### config.mk
export PLATFORM = sky130hd
export DESIGN_NAME = i2cmb_cmd_scheduler
export DESIGN_NICKNAME = d
export VERILOG_FILES = /design/src/rtl/i2cmb_cmd_scheduler.sv
export SDC_FILE = /design/constraint.sdc
export NUM_CORES = 1
export LEC_CHECK = 0
export BUFFER_PORTS_ARGS = -buffer_cell sky130_fd_sc_hd__buf_2
export CAP_MARGIN = 30
export CORE_MARGIN = 8
export CORE_UTILIZATION = 45
export CTS_BUF_LIST = sky130_fd_sc_hd__clkbuf_4
export CTS_CLUSTER_DIAMETER = 80
export DETAILED_ROUTE_END_ITERATION = 8
export GPL_TIMING_DRIVEN = 0
export PLACE_DENSITY_LB_ADDON = 0.2
export SETUP_SLACK_MARGIN = 0.3
export SLEW_MARGIN = 0
export SYNTH_ARGS = -nofsm -noshare
export SYNTH_HDL_FRONTEND = slang
export SYNTH_SLANG_ARGS = --single-unit
### constraint.sdc
create_clock -name clk_i -period 4.62 [get_ports clk_i]
set_input_delay 0.462 -clock clk_i [delete_from_list [all_inputs] [get_ports clk_i]]
set_output_delay 0.462 -clock clk_i [all_outputs]
set_load 0.02 [all_outputs]
### src/rtl/i2cmb_cmd_scheduler.sv
// Round-robin arbiter and command sequencer for a shared I2CMB core.
// Each grant runs set-bus/start/address/data/stop over Wishbone, polling CMDR after every command.
module i2cmb_cmd_scheduler #(
    parameter int NREQ       = 2,
    parameter int POLL_LIMIT = 4096,
    parameter int BUS_W      = 4
) (
    input  logic                  clk_i,
    input  logic                  rst_i,
    input  logic [NREQ-1:0]       req_i,
    input  logic [NREQ*BUS_W-1:0] bus_id_i,
    input  logic [NREQ*7-1:0]     addr_i,
    input  logic [NREQ-1:0]       rw_i,
    input  logic [NREQ*8-1:0]     wdata_i,
    output logic [NREQ-1:0]       gnt_o,
    output logic                  done_o,
    output logic [2:0]            status_o,
    output logic [7:0]            rdata_o,
    output logic                  busy_o,
    output logic                  cyc_o,
    output logic                  stb_o,
    output logic                  we_o,
    output logic [1:0]            adr_o,
    output logic [7:0]            dat_o,
    input  logic [7:0]            dat_i,
    input  logic                  ack_i
);
    // state   | meaning
    // INIT    | prepare the CSR enable write
    // IDLE    | arbitrate among pending requests
    // ACC     | Wishbone access in flight, waiting for ack_i
    // EVAL    | idle bus cycle; decide the next access from step/phase
    // DONE    | done_o pulse, status and read byte published
    typedef enum logic [2:0] {ST_INIT, ST_IDLE, ST_ACC, ST_EVAL, ST_DONE} state_t;
    typedef enum logic [2:0] {SP_INIT, SP_SETBUS, SP_START, SP_ADDR, SP_DATA, SP_STOP} step_t;
    typedef enum logic [1:0] {PH_DPR, PH_CMDR, PH_POLL, PH_RDDPR} phase_t;

    localparam int PW = (NREQ > 1) ? $clog2(NREQ) : 1;
    localparam int CW = $clog2(POLL_LIMIT + 1);
    localparam logic [CW-1:0] POLL_MAX = CW'(POLL_LIMIT);
    localparam logic [1:0] A_CSR = 2'd0, A_DPR = 2'd1, A_CMDR = 2'd2;

    state_t state_q, state_d;
    step_t step_q, step_d, go_to;
    phase_t phase_q, phase_d;
    logic we_q, we_d;
    logic [1:0] adr_q, adr_d;
    logic [7:0] dat_q, dat_d, rd_q, rd_d;
    logic [CW-1:0] poll_q, poll_d;
    logic [PW-1:0] ptr_q, ptr_d, win_q, win_d;
    logic [NREQ-1:0] gnt_q, gnt_d;
    logic busy_q, busy_d;
    logic [2:0] st_q, st_d, status_q, status_d;
    logic [7:0] rdata_q, rdata_d, rbyte_q, rbyte_d;
    logic [BUS_W-1:0] bus_q, bus_d;
    logic [6:0] addr_q, addr_d;
    logic rw_q, rw_d;
    logic [7:0] wdata_q, wdata_d;
    logic go_step, start_poll, finish, found, err_path;
    logic [7:0] dpr_val;
    int idx;

    function automatic logic [7:0] cmd_code(step_t s, logic rw);
        case (s)
            SP_SETBUS: cmd_code = 8'h06;
            SP_START:  cmd_code = 8'h04;
            SP_ADDR:   cmd_code = 8'h01;
            SP_DATA:   cmd_code = rw ? 8'h03 : 8'h01;
            SP_STOP:   cmd_code = 8'h05;
            default:   cmd_code = 8'h00;
        endcase
    endfunction

    function automatic logic need_dpr(step_t s, logic rw);
        need_dpr = (s == SP_SETBUS) || (s == SP_ADDR) || (s == SP_DATA && !rw);
    endfunction

    always_ff @(posedge clk_i or posedge rst_i) begin
        if (rst_i) begin
            state_q  <= ST_INIT;
            step_q   <= SP_INIT;
            phase_q  <= PH_DPR;
            we_q     <= 1'b0;
            adr_q    <= 2'd0;
            dat_q    <= 8'd0;
            rd_q     <= 8'd0;
            poll_q   <= '0;
            ptr_q    <= '0;
            win_q    <= '0;
            gnt_q    <= '0;
            busy_q   <= 1'b0;
            st_q     <= 3'd0;
            status_q <= 3'd0;
            rdata_q  <= 8'd0;
            rbyte_q  <= 8'd0;
            bus_q    <= '0;
            addr_q   <= 7'd0;
            rw_q     <= 1'b0;
            wdata_q  <= 8'd0;
        end else begin
            state_q  <= state_d;
            step_q   <= step_d;
            phase_q  <= phase_d;
            we_q     <= we_d;
            adr_q    <= adr_d;
            dat_q    <= dat_d;
            rd_q     <= rd_d;
            poll_q   <= poll_d;
            ptr_q    <= ptr_d;
            win_q    <= win_d;
            gnt_q    <= gnt_d;
            busy_q   <= busy_d;
            st_q     <= st_d;
            status_q <= status_d;
            rdata_q  <= rdata_d;
            rbyte_q  <= rbyte_d;
            bus_q    <= bus_d;
            addr_q   <= addr_d;
            rw_q     <= rw_d;
            wdata_q  <= wdata_d;
        end
    end

    always_comb begin
        state_d    = state_q;
        step_d     = step_q;
        phase_d    = phase_q;
        we_d       = we_q;
        adr_d      = adr_q;
        dat_d      = dat_q;
        rd_d       = rd_q;
        poll_d     = poll_q;
        ptr_d      = ptr_q;
        win_d      = win_q;
        gnt_d      = gnt_q;
        busy_d     = busy_q;
        st_d       = st_q;
        status_d   = status_q;
        rdata_d    = rdata_q;
        rbyte_d    = rbyte_q;
        bus_d      = bus_q;
        addr_d     = addr_q;
        rw_d       = rw_q;
        wdata_d    = wdata_q;
        go_step    = 1'b0;
        go_to      = SP_SETBUS;
        start_poll = 1'b0;
        finish     = 1'b0;
        found      = 1'b0;
        idx        = 0;
        dpr_val    = 8'd0;
        err_path   = (st_q != 3'd0);

        case (state_q)
            ST_INIT: begin
                state_d = ST_ACC;
                step_d  = SP_INIT;
                we_d    = 1'b1;
                adr_d   = A_CSR;
                dat_d   = 8'h80;
            end
            ST_IDLE: begin
                if (|req_i) begin
                    for (int i = 0; i < NREQ; i++) begin
                        idx = int'(ptr_q) + i;
                        if (idx >= NREQ) idx = idx - NREQ;
                        if (!found && req_i[idx]) begin
                            found   = 1'b1;
                            win_d   = PW'(idx);
                            gnt_d   = '0;
                            gnt_d[idx] = 1'b1;
                            bus_d   = bus_id_i[idx*BUS_W +: BUS_W];
                            addr_d  = addr_i[idx*7 +: 7];
                            rw_d    = rw_i[idx];
                            wdata_d = wdata_i[idx*8 +: 8];
                        end
                    end
                    busy_d  = 1'b1;
                    st_d    = 3'd0;
                    rbyte_d = 8'd0;
                    go_step = 1'b1;
                    go_to   = SP_SETBUS;
                end
            end
            ST_ACC: begin
                if (ack_i) begin
                    state_d = ST_EVAL;
                    if (!we_q) rd_d = dat_i;
                end
            end
            ST_EVAL: begin
                if (step_q == SP_INIT) begin
                    state_d = ST_IDLE;
                end else begin
                    case (phase_q)
                        PH_DPR: begin
                            state_d = ST_ACC;
                            we_d    = 1'b1;
                            adr_d   = A_CMDR;
                            dat_d   = cmd_code(step_q, rw_q);
                            phase_d = PH_CMDR;
                            poll_d  = '0;
                        end
                        PH_CMDR: start_poll = 1'b1;
                        PH_RDDPR: begin
                            rbyte_d = rd_q;
                            go_step = 1'b1;
                            go_to   = SP_STOP;
                        end
                        default: begin
                            // STOP only ends the transaction; an error already recorded wins
                            if (step_q == SP_STOP) begin
                                if (|rd_q[7:4]) begin
                                    finish = 1'b1;
                                    if (!err_path) begin
                                        if (rd_q[5]) st_d = 3'd2;
                                        else if (rd_q[4]) st_d = 3'd3;
                                        else if (rd_q[6]) st_d = 3'd1;
                                    end
                                end else if (poll_q == POLL_MAX) begin
                                    finish = 1'b1;
                                    if (!err_path) st_d = 3'd4;
                                end else begin
                                    start_poll = 1'b1;
                                end
                            end else if (rd_q[5]) begin
                                st_d   = 3'd2;
                                finish = 1'b1;
                            end else if (rd_q[4]) begin
                                st_d = 3'd3;
                                if (step_q == SP_SETBUS) begin
                                    finish = 1'b1;
                                end else begin
                                    go_step = 1'b1;
                                    go_to   = SP_STOP;
                                end
                            end else if (rd_q[6]) begin
                                st_d    = 3'd1;
                                go_step = 1'b1;
                                go_to   = SP_STOP;
                            end else if (rd_q[7]) begin
                                case (step_q)
                                    SP_SETBUS: begin go_step = 1'b1; go_to = SP_START; end
                                    SP_START:  begin go_step = 1'b1; go_to = SP_ADDR;  end
                                    SP_ADDR:   begin go_step = 1'b1; go_to = SP_DATA;  end
                                    SP_DATA: begin
                                        if (rw_q) begin
                                            state_d = ST_ACC;
                                            we_d    = 1'b0;
                                            adr_d   = A_DPR;
                                            dat_d   = 8'd0;
                                            phase_d = PH_RDDPR;
                                        end else begin
                                            go_step = 1'b1;
                                            go_to   = SP_STOP;
                                        end
                                    end
                                    default: finish = 1'b1;
                                endcase
                            end else if (poll_q == POLL_MAX) begin
                                st_d   = 3'd4;
                                finish = 1'b1;
                            end else begin
                                start_poll = 1'b1;
                            end
                        end
                    endcase
                end
            end
            ST_DONE: begin
                state_d = ST_IDLE;
                busy_d  = 1'b0;
                ptr_d   = (win_q == PW'(NREQ - 1)) ? '0 : win_q + 1'b1;
            end
            default: state_d = ST_INIT;
        endcase

        if (start_poll) begin
            state_d = ST_ACC;
            we_d    = 1'b0;
            adr_d   = A_CMDR;
            dat_d   = 8'd0;
            phase_d = PH_POLL;
            poll_d  = poll_q + 1'b1;
        end

        if (go_step) begin
            case (go_to)
                SP_SETBUS: dpr_val = 8'(bus_d);
                SP_ADDR:   dpr_val = {addr_d, rw_d};
                default:   dpr_val = wdata_d;
            endcase
            step_d  = go_to;
            state_d = ST_ACC;
            we_d    = 1'b1;
            poll_d  = '0;
            if (need_dpr(go_to, rw_d)) begin
                adr_d   = A_DPR;
                dat_d   = dpr_val;
                phase_d = PH_DPR;
            end else begin
                adr_d   = A_CMDR;
                dat_d   = cmd_code(go_to, rw_d);
                phase_d = PH_CMDR;
            end
        end

        if (finish) begin
            state_d  = ST_DONE;
            gnt_d    = '0;
            status_d = st_d;
            rdata_d  = rbyte_d;
        end
    end

    assign cyc_o    = (state_q == ST_ACC);
    assign stb_o    = (state_q == ST_ACC);
    assign we_o     = we_q;
    assign adr_o    = adr_q;
    assign dat_o    = dat_q;
    assign gnt_o    = gnt_q;
    assign busy_o   = busy_q;
    assign done_o   = (state_q == ST_DONE);
    assign status_o = status_q;
    assign rdata_o  = rdata_q;

endmodule

==> results_dict.tcl, run 1 <==
set metrics [dict create \
    status "finished, final reports clean" \
    synth_mux_area_frac 0.0271 \
    max_slew_margin 0.330 \
    hp-class "in2async" \
    vdd_drop_max_v 0.000207 \
    cts_setup_buffers 0 \
    skew_ns 0.0129 \
    grt_usage 0.201 \
    final_nets 630 \
    crit_cells 8 \
    cts_buffers 9 \
    row_count 37 \
    swShare 0.442 \
    die_x_um 117 \
    r2r-end "adr_o[0]$_DFFE_PP0P_" \
    pwr-share-comb 0.480 \
    yosys_most_used_dff "dfrtp_1" \
    syn_nets 538 \
    synth_fa_ha_area_frac 0.0109 \
    yosys.cell_types.count 74 \
    grt_max_degree 47 \
    synthArstFlopShare 1.00 \
    synth_xor_area_frac 0.00383 \
    period_share 0.682 \
    antenna_found_initial 0 \
    report.final.slew_viol_count 0 \
    initial_core_util 0.453 \
    hold_slack_ns 0.0413 \
    viasPerCell 5.78 \
    cp.arrival_ns 3.52 \
    dp_hpwl_um 10000 \
    worst-path-buf-inv 2 \
    tightest_slew_ns 0.997 \
    drc 0 \
    rsz0062_at_grt "no" \
    tritoncts "built" \
    cts-root-buf "clkbuf_4" \
    vias 4129 \
    synth_top_family_by_area "compound AO/OA/AOI/OAI gates" \
    reg2reg_from "phase_q[1]$_DFFE_PP0P_" \
    final_util 0.530 \
    gp_congestion 0.919 \
    slowest_stage "nor3_1" \
    dieArea_um2 13700 \
    synth_edf_count 0 \
    grt_pass1_wl_um 21100 \
    r2r_setup_slack_ns 1.47 \
    drtIter0Drc 282 \
    setup-tns-final_ns 0 \
    synthCells 481 \
    grt_pass1_vias 4060 \
    critical_path.startpoint "phase_q[1]$_DFFE_PP0P_" \
    synth-compound-area-share 0.257 \
    critPathCapture "adr_o[0]$_DFFE_PP0P_" \
    routedWlPerCell_um 18.6 \
    max_stage_delay_ns 0.84 \
    area_growth_pct 16.8 \
    powerDensity_nw_per_um2 610 \
    fin_crit_ns 3.15 \
    post_layout_nonfiller_instances 714 \
    critPathTopFamily "simple AND/OR/NAND/NOR gates" \
    synth-simple-area-share 0.183 \
    yosysSeqAreaShare 0.476 \
    cts-resized-gates 0 \
    worst_r2r_path_depth 8 \
    ys_warn_count 0 \
    p_sw_w 0.00144 \
    fmax_mhz 317 \
    p_leak_nw 2.43 \
    routed_wl_um 13300 \
    ys_ff_latch 87 \
    ant_nets 0 \
    drtPass1Iterations 5 \
    path_cells "clkbuf_1 -> nand4b_1 -> nor3_1 -> nor2_1 -> buf_2 -> nand3_1 -> o221ai_2 -> mux2_2" \
    p_clk_frac 0.157 \
    setup_viol 0 \
    clock_path_buffers 2 \
    drive_above_1_share 0.246 \
    grt-ovfl-total 0 \
    antennaDiodeCount 0 \
    htreeDepth 3 \
    syn-cell-area_um2 4580 \
    clock_latency_ns 0.47 \
    crit_type "reg2reg" \
    path_max_fanout 10 \
    coreArea_um2 10100 \
    worstPathRequired_ns 4.99 \
    hold_viol 0 \
    pin_count 81 \
    cts_hold_buf 0 \
    dpl.cell_count 698 \
    p_int_w 0.00182 \
    port_buffers 80 \
    cap_viol_max_count 0 \
    syn-mean-instance-area_um2 9.51 \
    die_h_um 117 \
    clock-sinks 87 \
    clkTransAtPathRegs_ns 0.15 \
    start_kind "flop" \
    end_kind "flop" \
    p_seq_frac 0.363 \
]
through the flow:
step | power, W | setup slack (ns) | area [µm²]
6_report | 0.00326 | 1.47 | 5350
3_5_place_dp | 0.00275 | 1.54 | 5180
3_3_place_gp | 0.00273 | 0.886 | 5150
2_1_floorplan | 0.00227 | 1.91 | 4580
4_1_cts | 0.00326 | 1.52 | 5350
5_1_grt | 0.00349 | 1.22 | 5350
worst register-to-register path: stages, from the launching register on:
cell	delay, ns
dfrtp_1	0.36
clkbuf_1	0.37
nand4b_1	0.30
nor3_1	0.84
nor2_1	0.22
buf_2	0.29
nand3_1	0.25
o221ai_2	0.14
mux2_2	0.29
worst min path at each step:
stage                            startpoint               endpoint  slack, ns  cells past startpoint
after detailed placement  win_q$_DFFE_PP0P_      ptr_q$_DFFE_PP0P_       0.43                      1
after global placement    win_q$_DFFE_PP0P_      ptr_q$_DFFE_PP0P_       0.43                      1
after global routing                  rst_i   adr_o[1]$_DFFE_PP0P_       0.07                      2
after floorplan           win_q$_DFFE_PP0P_      ptr_q$_DFFE_PP0P_       0.42                      1
final                                 rst_i  poll_q[4]$_DFFE_PP0P_       0.04                      2
after CTS                             rst_i  step_q[0]$_DFFE_PP0P_       0.05                      2
metal layers:
metal	GRT usage	vias to the layer above	routed length, µm
met5	0	-	0
met4	0.0768	0	255
met3	0.0313	18	717
met2	0.326	115	6210
met1	0.264	2018	6100
li1	-	1978	-
cells in the mapped netlist, drive strengths merged (3+ instances only):
cell | n | area (µm²)
a32oi | 8 | 70.1
a21o | 4 | 30.0
mux2 | 11 | 124
a22oi | 13 | 97.6
nor2b | 5 | 31.3
o21ai | 56 | 280
o221ai | 4 | 41.3
and2 | 4 | 25.0
nand2b | 5 | 31.3
inv | 18 | 67.6
o211ai | 3 | 22.5
o21a | 5 | 38.8
a21oi | 16 | 80.1
a2bb2oi | 4 | 35.0
or4b | 3 | 41.3
ha | 4 | 50.1
nand2 | 66 | 250
nand4 | 4 | 31.3
a31oi | 7 | 50.1
or3 | 4 | 25.0
buf | 11 | 60.1
nor4 | 4 | 31.3
o32ai | 7 | 61.3
nand3 | 12 | 60.1
and3 | 3 | 18.8
nor3 | 10 | 55.1
a31o | 4 | 35.0
clkbuf | 16 | 60.1
o2bb2ai | 10 | 87.6
nor2 | 30 | 120
dfrtp | 87 | 2180
layout make-up:
| type | instances | area, µm² |
|---|---|---|
| clock inverter | 7 | 103 |
| clock buffer | 9 | 67.6 |
| buffer | 27 | 120 |
| multi-input combinational | 348 | 2210 |
| sequential | 87 | 2180 |
| inverter | 19 | 73.8 |
| timing repair buffer | 81 | 428 |
| tap | 136 | 170 |
| fill | 981 | 4750 |
kinds of logic (layout without fill, tap and decap cells):
logic type      after synthesis  after routing
compound gates              167            167
xor+xnor                      2              2
fa+ha+maj                     4              4
buf+inv                      46            143
flops                        87             87
mux                          11             11
simple gates                164            164
cell usage in the layout (no fill, tap or decap), drive strengths merged, types with 11 or more instances in the layout:
cell    count
nand3      12
nor2       30
dfrtp      87
inv        20
o21ai      56
buf        92
mux2       11
a22oi      13
nand2      66
a21oi      16
clkbuf     25
sequential cells by signal (all words and copies together) (netlist names):
signal / flops
we_o: 1
state_q: 3
gnt_o: 2
rd_q: 8
poll_q: 13
phase_q: 2
addr_q: 7
wdata_q: 8
st_q: 3
win_q: 1
status_o: 3
adr_o: 2
dat_o: 8
step_q: 3
rbyte_q: 8
ptr_q: 1
rdata_o: 8
bus_q: 4
rw_q: 1
busy_o: 1
power by group through the flow:
stage / registers (W) / logic, W / clock network (W)
floorplan: 0.00126 / 0.00101 / 0
global placement: 0.00119 / 0.00154 / 0
detailed placement: 0.00120 / 0.00156 / 0
CTS: 0.00118 / 0.00156 / 0.000523
global route: 0.00121 / 0.00172 / 0.000553
finish: 0.00118 / 0.00157 / 0.000513
(Power assumes the default switching activity.)
==> run 2, diff against run 1 <==
Clock period 4.62 ns to 2.91 ns, I/O delays scaled along.
==> results_dict.tcl, run 2 (synthesis results as in run 1) <==
set metrics [dict create \
    status "finished, final reports clean" \
    row_count 37 \
    fin_ws_ns 0.349 \
    path_cells "or4b_4 -> nor2_1 -> and3_1 -> clkbuf_1 -> nand2_1 -> a221oi_1 -> o22a_1" \
    worst_r2r_path_depth 7 \
    drtPass1Iterations 5 \
    stdcell_area_um2 5550 \
    cts-root-buf "clkbuf_4" \
    setup_viol 0 \
    drc 0 \
    final_nets 639 \
    layout_commonest_cell "buf_2" \
    grt-ovfl-total 0 \
    area_growth_pct 21.3 \
    routedWlPerCell_um 18.6 \
    routed_wl_um 13500 \
    vias 4173 \
    antenna_found_initial 0 \
    hold_slack_ns 0.0442 \
    tightest_slew_ns 0.576 \
    start_kind "flop" \
    report.final.slew_viol_count 0 \
    worst-path-buf-inv 1 \
    clock_path_buffers 2 \
    slowest_stage "dfrtp_1" \
    clkTransAtPathRegs_ns 0.15 \
    die_x_um 117 \
    regMostFlops "poll_q" \
    max_slew_margin 0.614 \
    grt_pass1_wl_um 21100 \
    largest_reg_flops 13 \
    tritoncts "built" \
    drtIter0Drc 262 \
    path_max_fanout 7 \
    grt_pass1_vias 4063 \
    die_h_um 117 \
    cap_viol_max_count 0 \
    pre_cts_ws_ns -0.166 \
    clock_latency_ns 0.46 \
    r2r-end "dat_o[7]$_DFFE_PP0P_" \
    final_cell_mix "88 x buf_2, 86 x dfrtp_1, 64 x nand2_1" \
    fin_crit_ns 2.56 \
    end_kind "flop" \
    pin_count 81 \
    clock-sinks 87 \
    hp-class "in2reg" \
    reg2reg_from "rd_q[7]$_DFFE_PP0P_" \
    powerDensity_nw_per_um2 964 \
    hold_viol 0 \
    dp_hpwl_um 10000 \
    cp.arrival_ns 2.97 \
    crit_type "reg2reg" \
    power_w 0.00535 \
    vdd_drop_max_v 0.000337 \
    period_share 0.880 \
    drive_above_1_share 0.296 \
    htreeDepth 3 \
    max_stage_delay_ns 0.57 \
    r2r_setup_slack_ns 0.35 \
    cts_buffers 9 \
    coreArea_um2 10100 \
    dieArea_um2 13700 \
    grt_usage 0.201 \
    initial_core_util 0.453 \
    ant_nets 0 \
    place_area_um2 5180 \
    gp_congestion 0.919 \
    hp-start "dat_i[7]" \
    critPathTopFamily "simple AND/OR/NAND/NOR gates" \
    antennaDiodeCount 0 \
    worstPathRequired_ns 3.32 \
    skew_ns 0.0106 \
    viasPerCell 5.77 \
    whs_path_depth 2 \
    grt_max_degree 47 \
    fmax_mhz 390 \
    port_buffers 80 \
    min_to "rd_q[7]$_DFFE_PP0P_" \
    rsz0062_at_grt "yes" \
    p_leak_nw 2.51 \
    setup-tns-final_ns 0 \
]
## run 2: power breakdown
part           internal [W]  switching [W]
sequential          0.00164       0.000249
clock              0.000357       0.000455
combinational      0.000979        0.00167
total               0.00297        0.00238
## run 2: cell type report
cell class,instances,area [µm²]
plain buffers,27,135
clock buffers,9,67.6
clock inverters,7,103
fillers,965,4540
inverters,19,73.8
multi-input cells,348,2320
flip-flops and latches,87,2180
well taps,136,170
repair buffers,90,502
## run 2: worst max path at each step
| stage | cells past startpoint | startpoint | slack, ns | to |
|---|---|---|---|---|
| 3_5_place_dp | 8 | phase_q[1]$_DFFE_PP0P_ | -0.17 | adr_o[0]$_DFFE_PP0P_ |
| 6_report | 7 | rd_q[7]$_DFFE_PP0P_ | 0.35 | dat_o[7]$_DFFE_PP0P_ |
| 3_3_place_gp | 2 | rst_i | -0.65 | rbyte_q[1]$_DFF_PP0_ |
| 2_1_floorplan | 1 | rst_i | 0.37 | addr_q[0]$_DFF_PP0_ |
| 5_1_grt | 7 | rd_q[7]$_DFFE_PP0P_ | 0.25 | dat_o[7]$_DFFE_PP0P_ |
| 4_1_cts | 6 | rd_q[7]$_DFFE_PP0P_ | 0.30 | dat_o[7]$_DFFE_PP0P_ |
## run 2: metal layers
metal	GRT usage	routed length, µm
met4	0.0785	262
met5	0	0
met3	0.0318	767
met1	0.264	6090
met2	0.325	6330
## run 2: per-stage QoR
| step | std cells | utilization |
|---|---|---|
| 2_1_floorplan | 481 | - |
| 3_3_place_gp | 697 | 0.510 |
| 3_5_place_dp | 698 | 0.513 |
| 4_1_cts | 716 | 0.536 |
| 5_1_grt | 723 | 0.550 |
| 6_report | 723 | 0.550 |
## run 2: timing repair
action | 4_1_cts | 5_1_grt
gates cloned | 0 | 1
setup endpoints to repair | 44 | 37
endpoints found under the hold margin | 41 | 0
hold buffers | 1 | 0
setup buffers | 1 | 6
pin swaps | 1 | 4
gates resized for setup | 14 | 30
